### config.mk
export PLATFORM = sky130hd
export DESIGN_NAME = multicycle_control
export DESIGN_NICKNAME = d
export VERILOG_FILES = /design/src/rtl/mc_ctrl_pkg.sv /design/src/rtl/mc_ctrl_outdec.sv /design/src/rtl/multicycle_control.sv
export SDC_FILE = /design/constraint.sdc
export NUM_CORES = 1
export LEC_CHECK = 0
export ABC_AREA = 1
export CAP_MARGIN = 0
export CORE_UTILIZATION = 36
export CTS_BUF_LIST = sky130_fd_sc_hd__clkbuf_8
export DETAILED_ROUTE_END_ITERATION = 12
export GPL_TIMING_DRIVEN = 0
export PLACE_DENSITY_LB_ADDON = 0.12
export SLEW_MARGIN = 20
export SYNTH_ARGS = -nofsm -noshare
export SYNTH_HDL_FRONTEND = slang
export SYNTH_SLANG_ARGS = --single-unit
### constraint.sdc
create_clock -name CLK -period 1.2 [get_ports CLK]
set_clock_uncertainty 0.05 [all_clocks]
set_input_delay 0.18 -clock CLK [delete_from_list [all_inputs] [get_ports CLK]]
set_output_delay 0.18 -clock CLK [all_outputs]
set_load 0.01 [all_outputs]
### src/rtl/mc_ctrl_pkg.sv
// +----------------------------------------------------------------------+
// | mc_ctrl_pkg : opcodes, state codes and control select codes for the  |
// |               multi-cycle MIPS control FSM.          Rev 1.0         |
// +----------------------------------------------------------------------+
`default_nettype none

package mc_ctrl_pkg;

  localparam logic [5:0] OP_RTYPE = 6'b000000;
  localparam logic [5:0] OP_LW    = 6'b100011;
  localparam logic [5:0] OP_SW    = 6'b101011;
  localparam logic [5:0] OP_BEQ   = 6'b000100;
  localparam logic [5:0] OP_J     = 6'b000010;
  localparam logic [5:0] OP_ADDI  = 6'b001000;

  typedef enum logic [3:0] {
    S_FETCH     = 4'd0,
    S_DECODE    = 4'd1,
    S_MEM_ADDR  = 4'd2,
    S_MEM_READ  = 4'd3,
    S_MEM_WB    = 4'd4,
    S_MEM_WRITE = 4'd5,
    S_R_EXEC    = 4'd6,
    S_R_WB      = 4'd7,
    S_BRANCH    = 4'd8,
    S_JUMP      = 4'd9,
    S_ADDI_EXEC = 4'd10,
    S_ADDI_WB   = 4'd11
  } state_t;

  localparam logic [1:0] ALUOP_ADD   = 2'b00;
  localparam logic [1:0] ALUOP_SUB   = 2'b01;
  localparam logic [1:0] ALUOP_FUNCT = 2'b10;

  localparam logic [1:0] SRCB_RT      = 2'b00;
  localparam logic [1:0] SRCB_FOUR    = 2'b01;
  localparam logic [1:0] SRCB_IMM     = 2'b10;
  localparam logic [1:0] SRCB_IMM_SH2 = 2'b11;

  localparam logic [1:0] PCSRC_ALU    = 2'b00;
  localparam logic [1:0] PCSRC_ALUOUT = 2'b01;
  localparam logic [1:0] PCSRC_JUMP   = 2'b10;

  typedef struct packed {
    logic       pc_write;
    logic       pc_write_cond;
    logic       i_or_d;
    logic       mem_read;
    logic       mem_write;
    logic       ir_write;
    logic       mem_to_reg;
    logic       reg_dst;
    logic       reg_write;
    logic       alu_src_a;
    logic [1:0] alu_src_b;
    logic [1:0] alu_op;
    logic [1:0] pc_source;
    logic       illegal;
  } ctrl_t;

  function automatic logic op_is_legal(input logic [5:0] op);
    return (op == OP_RTYPE) || (op == OP_LW) || (op == OP_SW) ||
           (op == OP_BEQ) || (op == OP_J) || (op == OP_ADDI);
  endfunction

endpackage

`default_nettype wire

### src/rtl/mc_ctrl_outdec.sv
// +----------------------------------------------------------------------+
// | mc_ctrl_outdec : combinational state-to-control-word decoder.        |
// |                                                      Rev 1.0         |
// +----------------------------------------------------------------------+
`default_nettype none

module mc_ctrl_outdec
  import mc_ctrl_pkg::*;
(
  input  logic [3:0] i_state,
  input  logic       i_mem_ready,
  input  logic [5:0] i_op,
  output ctrl_t      o_ctrl
);

  always_comb begin
    o_ctrl = '0;
    case (i_state)
      S_FETCH: begin
        o_ctrl.mem_read  = 1'b1;
        o_ctrl.alu_src_b = SRCB_FOUR;
        o_ctrl.alu_op    = ALUOP_ADD;
        o_ctrl.pc_source = PCSRC_ALU;
        o_ctrl.ir_write  = i_mem_ready;
        o_ctrl.pc_write  = i_mem_ready;
      end
      S_DECODE: begin
        o_ctrl.alu_src_b = SRCB_IMM_SH2;
        o_ctrl.alu_op    = ALUOP_ADD;
        o_ctrl.illegal   = !op_is_legal(i_op);
      end
      S_MEM_ADDR: begin
        o_ctrl.alu_src_a = 1'b1;
        o_ctrl.alu_src_b = SRCB_IMM;
        o_ctrl.alu_op    = ALUOP_ADD;
      end
      S_MEM_READ: begin
        o_ctrl.mem_read = 1'b1;
        o_ctrl.i_or_d   = 1'b1;
      end
      S_MEM_WB: begin
        o_ctrl.mem_to_reg = 1'b1;
        o_ctrl.reg_write  = 1'b1;
      end
      S_MEM_WRITE: begin
        o_ctrl.mem_write = 1'b1;
        o_ctrl.i_or_d    = 1'b1;
      end
      S_R_EXEC: begin
        o_ctrl.alu_src_a = 1'b1;
        o_ctrl.alu_src_b = SRCB_RT;
        o_ctrl.alu_op    = ALUOP_FUNCT;
      end
      S_R_WB: begin
        o_ctrl.reg_dst   = 1'b1;
        o_ctrl.reg_write = 1'b1;
      end
      S_BRANCH: begin
        o_ctrl.alu_src_a     = 1'b1;
        o_ctrl.alu_src_b     = SRCB_RT;
        o_ctrl.alu_op        = ALUOP_SUB;
        o_ctrl.pc_write_cond = 1'b1;
        o_ctrl.pc_source     = PCSRC_ALUOUT;
      end
      S_JUMP: begin
        o_ctrl.pc_write  = 1'b1;
        o_ctrl.pc_source = PCSRC_JUMP;
      end
      S_ADDI_EXEC: begin
        o_ctrl.alu_src_a = 1'b1;
        o_ctrl.alu_src_b = SRCB_IMM;
        o_ctrl.alu_op    = ALUOP_ADD;
      end
      S_ADDI_WB: begin
        o_ctrl.reg_write = 1'b1;
      end
      default: o_ctrl = '0;
    endcase
  end

endmodule

`default_nettype wire

### src/rtl/multicycle_control.sv
// +----------------------------------------------------------------------+
// | multicycle_control : Moore control FSM for a shared-memory,          |
// |                      multi-cycle MIPS datapath.      Rev 1.0         |
// +----------------------------------------------------------------------+
`default_nettype none

module multicycle_control
  import mc_ctrl_pkg::*;
(
  input  logic       CLK,
  input  logic       RST,
  input  logic [5:0] OP_Code,
  input  logic       Zero,
  input  logic       MemReady,
  output logic       PCWrite,
  output logic       PCWriteCond,
  output logic       IorD,
  output logic       MemRead,
  output logic       MemWrite,
  output logic       IRWrite,
  output logic       MemtoReg,
  output logic       RegDst,
  output logic       RegWrite,
  output logic       ALUSrcA,
  output logic [1:0] ALUSrcB,
  output logic [1:0] ALUOp,
  output logic [1:0] PCSource,
  output logic [3:0] State,
  output logic       Illegal
);

  state_t r_state;
  state_t w_next;
  ctrl_t  w_ctrl;
  logic   w_unused_zero;

  // Branch resolution (PCWriteCond & Zero) is formed in the datapath.
  assign w_unused_zero = Zero;

  always_comb begin
    w_next = S_FETCH;
    case (r_state)
      S_FETCH:     w_next = MemReady ? S_DECODE : S_FETCH;
      S_DECODE: begin
        case (OP_Code)
          OP_LW, OP_SW: w_next = S_MEM_ADDR;
          OP_RTYPE:     w_next = S_R_EXEC;
          OP_BEQ:       w_next = S_BRANCH;
          OP_J:         w_next = S_JUMP;
          OP_ADDI:      w_next = S_ADDI_EXEC;
          default:      w_next = S_FETCH;
        endcase
      end
      S_MEM_ADDR:  w_next = (OP_Code == OP_LW) ? S_MEM_READ : S_MEM_WRITE;
      S_MEM_READ:  w_next = MemReady ? S_MEM_WB : S_MEM_READ;
      S_MEM_WB:    w_next = S_FETCH;
      S_MEM_WRITE: w_next = MemReady ? S_FETCH : S_MEM_WRITE;
      S_R_EXEC:    w_next = S_R_WB;
      S_R_WB:      w_next = S_FETCH;
      S_BRANCH:    w_next = S_FETCH;
      S_JUMP:      w_next = S_FETCH;
      S_ADDI_EXEC: w_next = S_ADDI_WB;
      S_ADDI_WB:   w_next = S_FETCH;
      default:     w_next = S_FETCH;
    endcase
  end

  always_ff @(posedge CLK) begin
    if (RST) r_state <= S_FETCH;
    else     r_state <= w_next;
  end

  mc_ctrl_outdec u_outdec (
    .i_state     (r_state),
    .i_mem_ready (MemReady),
    .i_op        (OP_Code),
    .o_ctrl      (w_ctrl)
  );

  // Every output, State included, reads as zero while reset is held.
  assign PCWrite     = w_ctrl.pc_write      & ~RST;
  assign PCWriteCond = w_ctrl.pc_write_cond & ~RST;
  assign IorD        = w_ctrl.i_or_d        & ~RST;
  assign MemRead     = w_ctrl.mem_read      & ~RST;
  assign MemWrite    = w_ctrl.mem_write     & ~RST;
  assign IRWrite     = w_ctrl.ir_write      & ~RST;
  assign MemtoReg    = w_ctrl.mem_to_reg    & ~RST;
  assign RegDst      = w_ctrl.reg_dst       & ~RST;
  assign RegWrite    = w_ctrl.reg_write     & ~RST;
  assign ALUSrcA     = w_ctrl.alu_src_a     & ~RST;
  assign ALUSrcB     = w_ctrl.alu_src_b     & {2{~RST}};
  assign ALUOp       = w_ctrl.alu_op        & {2{~RST}};
  assign PCSource    = w_ctrl.pc_source     & {2{~RST}};
  assign Illegal     = w_ctrl.illegal       & ~RST;
  assign State       = r_state              & {4{~RST}};

endmodule

`default_nettype wire

== Word level (Yosys, flattened, before mapping) ==
Cells that the tools add are included.
Word-level totals
  output and inout port bits: 21
  register bits after elaboration: 4
  logic and storage cells: 66
  input port bits: 10
Operators by class
  bitwise logic cells: 16
  eq/ne operators: 16
  reduce and logical (&&, ||, !) cells: 14
  muxes and demuxes: 19
Operator list (number)
  $pmux 4 s5: 2
  $pmux 4 s7: 1
  $eq 4x3->1 const B: 4
  $eq 4x4->1 const B: 4
  $eq 6x6->1 const B: 2
  $and 1x1->1: 11
  $mux 1: 11
  $mux 3: 3
  $eq 4x2->1 const B: 2
  $reduce_or 2->1: 4
  $and 2x2->2: 3
  $eq 6x2->1 const B: 1
  $eq 6x3->1 const B: 1
  $eq 6x4->1 const B: 1
  $logic_not 6->1: 1
  $logic_or 1x1->1: 5
  $and 4x4->4: 1
  $eq 4x1->1 const B: 1
  $logic_not 4->1: 1
  $pmux 2 s2: 1
  $reduce_or 4->1: 1
  $reduce_or 3->1: 1
  $pmux 1 s2: 1
  $logic_not 1->1: 1
  $not 1->1: 1

== Logic depth before layout (Yosys ltp) ==
Gate-level depths: netlist (run 1).
  word-level depth: 9
  mapped depth: 9
  depth with buffers taken out: 9

== Hierarchy ==
Synthesis (run 1) repeated with hierarchy kept, for this count alone.
Unflattened totals
  cells, all modules: 161
  area, all modules: 747.0 µm²
Modules (own cells, without submodules)
  multicycle_control: cells an instance 114, instances 1, area an instance 538.0 µm², seq. area each 80.1 µm²
  mc_ctrl_outdec: cells an instance 47, instances 1, area an instance 209.0 µm², seq. area each 0.0 µm²

== Worst setup path before layout (run 1) ==
OpenSTA, ideal clock, no wires.
  path type: register to output
  start point: register r_state[3]
  end point: output port PCSource[0]
  cell stages (with the launch flop): 4
  arrival time: 1.195 ns
  required time: 0.970 ns
  path buffers: 1
  path slack: -0.225 ns
  path through: dfxtp_1 nand2_2 nor4_1 buf_4
On the way
  word-level cells in the longest chain between the ends: 3
  elaborated cells between the ends (all ways): 4
  classes of those cells: eq/ne (2); mux (1); bitwise (1)
RTL lines
  start: declaration: RTL line multicycle_control.sv:32  | state_t r_state;
  start signal: assignment: RTL line multicycle_control.sv:70  | else r_state <= w_next;
  $eq 4x4->1: RTL line mc_ctrl_outdec.sv:18  | case (i_state)
  $pmux 2 s2 *: RTL line mc_ctrl_outdec.sv:18
  $and 2x2->2 *: RTL line multicycle_control.sv:93  | assign PCSource = w_ctrl.pc_source & {2{~RST}};
  end: declaration: RTL line multicycle_control.sv:27  | output logic [1:0] PCSource,
Mark *: on every way between the ends. The rest lies on a longest branch, timed or not.

== Worst setup path in the final report (run 1) ==
  start point: register r_state[1]
  end point: output port ALUSrcB[1]
On the way
  word-level cells in the longest chain between the ends: 4
  elaborated cells between the ends (all ways): 9
  classes of those cells: eq/ne (5); mux (1); bitwise (1); reduce/logical (2)
RTL lines
  $eq 4x2->1 or $eq 4x4->1 (tied branches): RTL line mc_ctrl_outdec.sv:18
  $reduce_or 2->1 (no line)
  $pmux 4 s5 *: RTL line mc_ctrl_outdec.sv:18
  $and 2x2->2 *: RTL line multicycle_control.sv:91  | assign ALUSrcB = w_ctrl.alu_src_b & {2{~RST}};
  end: declaration: RTL line multicycle_control.sv:25  | output logic [1:0] ALUSrcB,
Marks and branches as above.

==> results.md, run 1 <==
- Leakage: 0.5751 nW
- Placer Congestion: 0.8700
- Congestion Overflow GR: 0
- Largest family of logic cells by synthesized area: simple AND/OR/NAND/NOR gates
- Setup crit end kind: primary output
- Vias per inst: 4.912
- Synth Instances: 112
- Worst slew margin: 0.8323
- Status: finished with violations
- RSZ-0062 raised after global routing: true
- Worst skew pair latency: ~210 ps
- Seq pwr share: 0.235
- Kind of critical path: reg -> out
- First-pass GRT wire length: 3139 um
- Die Ht: 41.86 um
- WL/cell: 11.81 um
- Share of the synthesized area in the top cell type: 0.1904
- Sw Pwr: 0.1670 mW
- Register area: 92.59 um2
- Post-synthesis xor/xnor area fraction: 0
- Placed Instance Area: approximately 900 um2
- Synth warn: 0
- Post-Syn Area per Cell: 5.105 um2
- Initial Util: 0.3840
- Placed cell count: 157
- Overall Global Routing Usage: 0.2243
- Final hold vios: 0
- R2R depth: 8
- Clock network power share: 0.467
- Worst VDD drop: 0.0003338 V
- Worst R2R Setup Slack: -60 ps
- Area of the multi-input gates: 545.5 um2
- Final setup fails: 20
- Ports: 31
- Mapped Area: 571.8 um2
- Cts bufs inserted: 3
- Post-synthesis adder-cell area fraction: 0
- Non-Filler Instances: 171
- Simple-gate share of the synthesized area: 0.6193
- Sw Ratio: 0.2831
- Diode count: 0
- Largest net degree at the start of global routing: 11
- Share of cells above drive strength 1: 0.5161
- Largest registers in the final layout: r_state x4
- Async S/R FF share, synth: 0
- Fill cells: 105
- Setup TNS: -3602 ps
- Final worst-path setup slack: -283.4 ps
- Fmax: 674.1 MHz
- Row count: 14
- Final wirelength: 2020 um
- Core Area: 1489 um2
- Minimum period implied by the final worst setup slack: 1483 ps
- Detailed Route Iter0 Violations: 14
- Most frequent CP cell: nand2_2
- DIE AREA: between 1500 and 2000 um2
- Post-synth top area cell: nand2_1
- Area Overhead vs Synth: 93.00%
- CP max stage delay: 320 ps
- Hold Slack: 462.7 ps
- Hold Crit Depth: 6
- Synth unique cells: 19
- EDFF count, synth: 0
- Count leader, synth: nand2_1
- Clock Path Buffers: 2
- Syn nets: 122
- Reg-to-Reg End: r_state[0]
- Failing checks: setup timing
- Post-DP HPWL: 1238 um
- FF+latch count, synth: 4
- CP required: 970 ps
- Worst Tran Pin Value: roughly 250 ps
- HP Class: in -> reg
- Port bufs: 29
- Crit start category: flip-flop
- Total design power: 0.5899 mW
- Top cells by count, synth: nand2_1 (29), nor2_1 (25), inv_1 (11), nand3_1 (11)
- Design Area, Final: 1104 um2
- Sequential-to-total area share from yosys stat: 0.1400
- CP arrival: 1250 ps
- Pint: 0.4229 mW
- CTS clk-pin slew, worst paths: ~30 ps
- CTS tree: yes
- H-tree levels: 1
- Final Max Tran Viols: 0
- Synth top area cells: nand2_1 (19%), nor2_1 (16%), dfxtp_1 (14%), nand3_1 (9.6%), inv_1 (7.2%)
- Max-Cap Viols: 0
- Die width: 41.86 um
- Launching point of the worst reg2reg path: r_state[1]
- Register bank with the most flops: r_state
- CTS sink cnt: 4
- Vias in the first global route: between 700 and 800
- Residual DRC: 0
- P per Cell Area: 534.5 nW/um2
- HP Start: OP_Code[5]
- Max FFs per register: 4
- CP max FO: 5
- Part of the power in combinational logic: 0.298
- NumNets Final: 167
- Vias: between 800 and 900
- Initial antenna violation count: 0
- CP max stage cell: dfxtp_2
- Mux cell area share after synthesis: 0
- Worst-path cell chain: buf_6 -> nand2_2 -> inv_4 -> nand2_2 -> a31oi_4 -> buf_2
- Post-DRT Antenna Nets: 0
- Root buffer cell: clkbuf_8
- Ys flop type: dfxtp_1
- Worst hold path endpoint: r_state[1]
- Final worst-path cycle share: 1.236
- Iteration count of the initial detailed-routing pass: 6
- Complex-gate fraction of the synthesized area: 0.07659
[critical path, delay by kind of cell, from the launching register on]
family                 cells  cell delay [ps]
buffers and inverters      3              380
AOI/OAI and AO/OA          1              160
and+or+nand+nor            2              170
DFF                        1              320
[stage by stage]
stage	setup slack [ps]	util
after global routing	-332.8	0.7412
after detailed placement	-919.5	0.6000
after CTS	-268.3	0.6529
final	-283.4	0.7412
after floorplan	-52.14	-
after global placement	-893.7	0.6000
[metal layers]
layer,vias to the layer above,GRT usage,part of all wire
li1,440,-,-
met1,375,0.2720,0.42
met2,23,0.3938,0.52
met3,2,0.02174,0.042
met4,0,0.1032,0.011
met5,-,0,0
[timing repair]
| action | 4_1_cts | 5_1_grt |
|---|---|---|
| pin swaps | 9 | 12 |
| gates resized for setup | 125 | 23 |
| endpoints found under the setup margin | 24 | 24 |
| cloned | 1 | 0 |
| setup buffers | 4 | 6 |
| hold buffers | 0 | 0 |
[worst max-delay path by stage]
stage,start,to,slack [ps],cells after the start
finish,r_state[1],ALUSrcB[1],-280,6
floorplan,r_state[3],PCSource[0],-50,3
CTS,r_state[2],PCSource[0],-270,5
global placement,RST,PCSource[0],-890,5
global route,r_state[2],PCSource[0],-330,5
detailed placement,RST,PCSource[0],-920,5
[power by group through the flow]
stage	Sequential (mW)	Clock (mW)	Combinational (mW)
after global routing	0.139	0.301	0.191
after global placement	0.144	0	0.143
after detailed placement	0.144	0	0.144
final	0.139	0.275	0.176
after floorplan	0.143	0	0.0731
after CTS	0.141	0.281	0.145
[placed cells by master (no fill, tap or decap)]
master,Yosys,final
inv_2,6,3
nor3_1,3,1
clkinv_1,1,1
a21oi_2,0,3
clkdlybuf4s15_1,0,1
nor2_4,1,6
inv_6,0,2
clkbuf_8,0,5
nand2_2,4,7
nor4_1,3,1
dfxtp_2,0,1
inv_4,0,1
dlygate4sd2_1,0,6
nor2_2,1,2
buf_2,0,20
nand3_1,11,8
nor2_8,1,1
nand3_2,0,3
buf_6,1,5
nand2_1,29,23
nor4_2,0,1
nor2_1,25,19
a211oi_2,0,1
nor3_2,0,2
inv_1,11,11
nor4_4,0,1
buf_4,1,9
dfxtp_4,0,3
nand2_4,0,3
a31oi_4,0,1
clkdlybuf4s50_1,0,1
a21oi_1,6,3
[final cells by class]
cell class                      instances  share of cell area
Timing Repair Buffer                   40              0.2517
Clock buffer                            3             0.03741
Buffer                                  4             0.04195
Sequential cell                         4             0.08390
Tap cell                               16             0.01814
Multi-Input combinational cell         86              0.4943
Inverter                               18             0.07256
[logic make-up after synthesis]
group,Yosys count
AO/OA/AOI/OAI,8
buffers and inverters,22
flip-flops,4
AND/OR/NAND/NOR,78
No activity file was read; power rests on OpenSTA's default activity.
==> run 2: changes to the inputs <==
--- a/config.mk
+++ b/config.mk
@@ -7,6 +7,7 @@
 export LEC_CHECK = 0
 export ABC_AREA = 1
 export CAP_MARGIN = 0
+export CORE_MARGIN = 2
 export CORE_UTILIZATION = 36
 export CTS_BUF_LIST = sky130_fd_sc_hd__clkbuf_8
 export DETAILED_ROUTE_END_ITERATION = 12
==> run 2 against run 1 <==
  * Critical path depth stayed put
  * Global-route usage is 1.5 points higher
  * Sequential cell count stayed put
  * Sequential power hardly changed
  * Maximum frequency is 2.8% lower
  * The run still ends with setup timing left
  * Via count is 9.6% higher
  * Worst setup slack worse by 42 ps
==> results.md, run 2 (synthesis results as in run 1) <==
- Status: finished with violations (unchanged)
- Failing checks: setup timing (unchanged)
- Die Ht: 43.86 um (was 41.86 um)
- H-tree levels: 1 (unchanged)
- Worst skew pair latency: 230 ps (was 210 ps)
- Vias in the first global route: 800 (was 764)
- Diode count: 0 (unchanged)
- Initial Util: 0.3840 (unchanged)
- Max FFs per register: 4 (unchanged)
- Post-Route Utilization: 0.7529 (was 0.7412)
- Initial antenna violation count: 0 (unchanged)
- Placer Congestion: 0.9008 (was 0.8700)
- RSZ-0062 raised after global routing: true (unchanged)
- Crit start category: flip-flop (unchanged)
- R2R depth: 8 (unchanged)
- CP max FO: 4 (was 5)
- Minimum period implied by the final worst setup slack: 1526 ps (was 1483 ps)
- Final worst-path setup slack: -325.9 ps (was -283.4 ps)
- Overall Global Routing Usage: 0.2390 (was 0.2243)
- Worst Tran Pin Value: 245.2 ps (was 249.3 ps)
- Iteration count of the initial detailed-routing pass: 4 (was 6)
- CP max stage delay: 380 ps (was 320 ps)
- Vias per inst: 5.263 (was 4.912)
- CTS clk-pin slew, worst paths: 40 ps (was 30 ps)
- Reg-to-Reg End: r_state[0] (unchanged)
- CP arrival: 1300 ps (was 1250 ps)
- Kind of critical path: reg -> out (unchanged)
- Register bank with the most flops: r_state (unchanged)
- Non-Filler Instances: 175 (was 171)
- Worst VDD drop: 0.0003496 V (was 0.0003338 V)
- CP required: 970 ps (about the same)
- Vias: 921 (was 840)
- Hold Crit Depth: 6 (unchanged)
- Worst R2R Setup Slack: -120 ps (was -60 ps)
- Worst slew margin: 0.8361 (was 0.8323)
- Share of cells above drive strength 1: 0.5346 (was 0.5161)
- Port bufs: 29 (unchanged)
- CP max stage cell: dfxtp_4 (was dfxtp_2)
- Register area: 92.59 um2 (unchanged)
- Commonest non-fill, non-tap cells in the layout: nand2_1 (22), buf_2 (20), nor2_1 (19), inv_1 (11), nand2_2 (10) (was nand2_1 (23), buf_2 (20), nor2_1 (19), inv_1 (11), buf_4 (9))
- Fill cells: 116 (was 105)
- Area of the multi-input gates: 513.0 um2 (was 545.5 um2)
- Congestion Overflow GR: 0 (unchanged)
- WL/cell: 13.35 um (was 11.81 um)
- Worst hold path endpoint: r_state[1] (unchanged)
- Post-DRT Antenna Nets: 0 (unchanged)
- Critical path's top delay family: flip-flops (was buffers and inverters)
- Largest registers in the final layout: r_state x4 (unchanged)
- Max-Cap Viols: 0 (unchanged)
- HP Start: OP_Code[5] (unchanged)
- CTS tree: yes (unchanged)
- Commonest non-fill, non-tap cell in the layout: nand2_1 (unchanged)
- Final hold vios: 0 (unchanged)
- NumNets Final: 171 (was 167)
- Stages on worst setup path: 6 (unchanged)
- Final setup fails: 21 (was 20)
- Worst Setup SP: r_state[2] (was r_state[1])
- Fmax: 655.4 MHz (was 674.1 MHz)
- CTS sink cnt: 4 (unchanged)
- Detailed Route Iter0 Violations: 24 (was 14)
- Root buffer cell: clkbuf_8 (unchanged)
- DIE AREA: 1923 um2 (was 1752 um2)
- CP Buf/Inv Count: 3 (unchanged)
- Cts bufs inserted: 3 (unchanged)
- Setup crit end kind: primary output (unchanged)
- Row count: 14 (unchanged)
- P per Cell Area: 551.0 nW/um2 (was 534.5 nW/um2)
- Launching point of the worst reg2reg path: r_state[2] (was r_state[1])
- Core Area: 1489 um2 (unchanged)
- Placed cell count: 157 (unchanged)
- Ports: 31 (unchanged)
- HP Class: in -> reg (unchanged)
- Final worst-path cycle share: 1.272 (was 1.236)
- Final Max Tran Viols: 0 (unchanged)
- Area Overhead vs Synth: 96.06% (was 93.00%)
- Die width: 43.86 um (was 41.86 um)
- Hold buffers post-CTS: 0 (unchanged)
- Residual DRC: 0 (unchanged)
- Worst-path cell chain: inv_4 -> buf_6 -> nor2_4 -> nand2_2 -> a21oi_2 -> buf_2 (was buf_6 -> nand2_2 -> inv_4 -> nand2_2 -> a31oi_4 -> buf_2)
- First-pass GRT wire length: 3408 um (was 3139 um)
- Largest net degree at the start of global routing: 11 (unchanged)
- Post-DP HPWL: 1335 um (was 1238 um)
- Final wirelength: 2336 um (was 2020 um)
- Clock Path Buffers: 2 (unchanged)
- Leakage: 0.6007 nW (was 0.5751 nW)
==> run 2: power by group <==
part	internal (mW)	switching (mW)
combinational	0.0826	0.0971
sequential	0.132	0.00761
clock	0.215	0.0835
total	0.430	0.188
==> run 2: cell type report <==
cell class | count | share of cell area
timing repair buffer | 44 | 0.2969
multi-input combinational | 86 | 0.4576
sequential | 4 | 0.08259
inverter | 18 | 0.06696
buffer | 4 | 0.04129
tap | 16 | 0.01786
clock buffer | 3 | 0.03683
==> run 2: tightest hold or removal path: stages <==
cell,delay [ps]
dlygate4sd2_1,210
nor2_1,60
nand3_1,60
nand2_1,50
nand2_1,60
a21oi_1,60
==> run 2: what timing repair did <==
action / CTS / global route
pin swaps: 16 / 10
buffers inserted: 10 / 5
endpoints found under the setup margin: 25 / 24
gates cloned: 2 / 0
gates resized for setup: 131 / 15
==> run 2: worst max-delay path by stage <==
stage / end / slack [ps]
after floorplan: PCSource[0] / -50
after global placement: PCSource[0] / -890
after detailed placement: PCSource[0] / -940
after CTS: IorD / -260
after global routing: ALUSrcB[1] / -350
final: IorD / -330
==> run 2: per-layer routing <==
layer / track usage / up-vias / routed length [um]
met1: 0.2750 / 411 / 859
met5: 0 / - / 0
met2: 0.4382 / 58 / 1236
met4: 0.1152 / 0 / 57
li1: - / 445 / -
met3: 0.01667 / 7 / 183
==> run 2: stage by stage <==
step                area, um2  total power [mW]  worst slack [ps]  hold slack, ps  TNS [ps]
floorplan               583.1            0.2159            -52.14           360.4    -70.59
global placement        893.4            0.2877            -890.8           657.8    -15720
detailed placement      893.4            0.2895            -943.2           668.4    -16200
CTS                      1052            0.5868            -262.9           447.6     -3283
global route             1121            0.6387            -352.6           500.3     -5381
finish                   1121            0.6178            -325.9           457.2     -4567
==> run 3: changes to the inputs <==
--- a/config.mk
+++ b/config.mk
@@ -6,7 +6,6 @@
 export NUM_CORES = 1
 export LEC_CHECK = 0
 export ABC_AREA = 1
-export CAP_MARGIN = 0
 export CORE_MARGIN = 2
 export CORE_UTILIZATION = 36
 export CTS_BUF_LIST = sky130_fd_sc_hd__clkbuf_8
==> results of run 3 <==
Same layout as run 2: the final DEF is identical, and so are final timing and power.
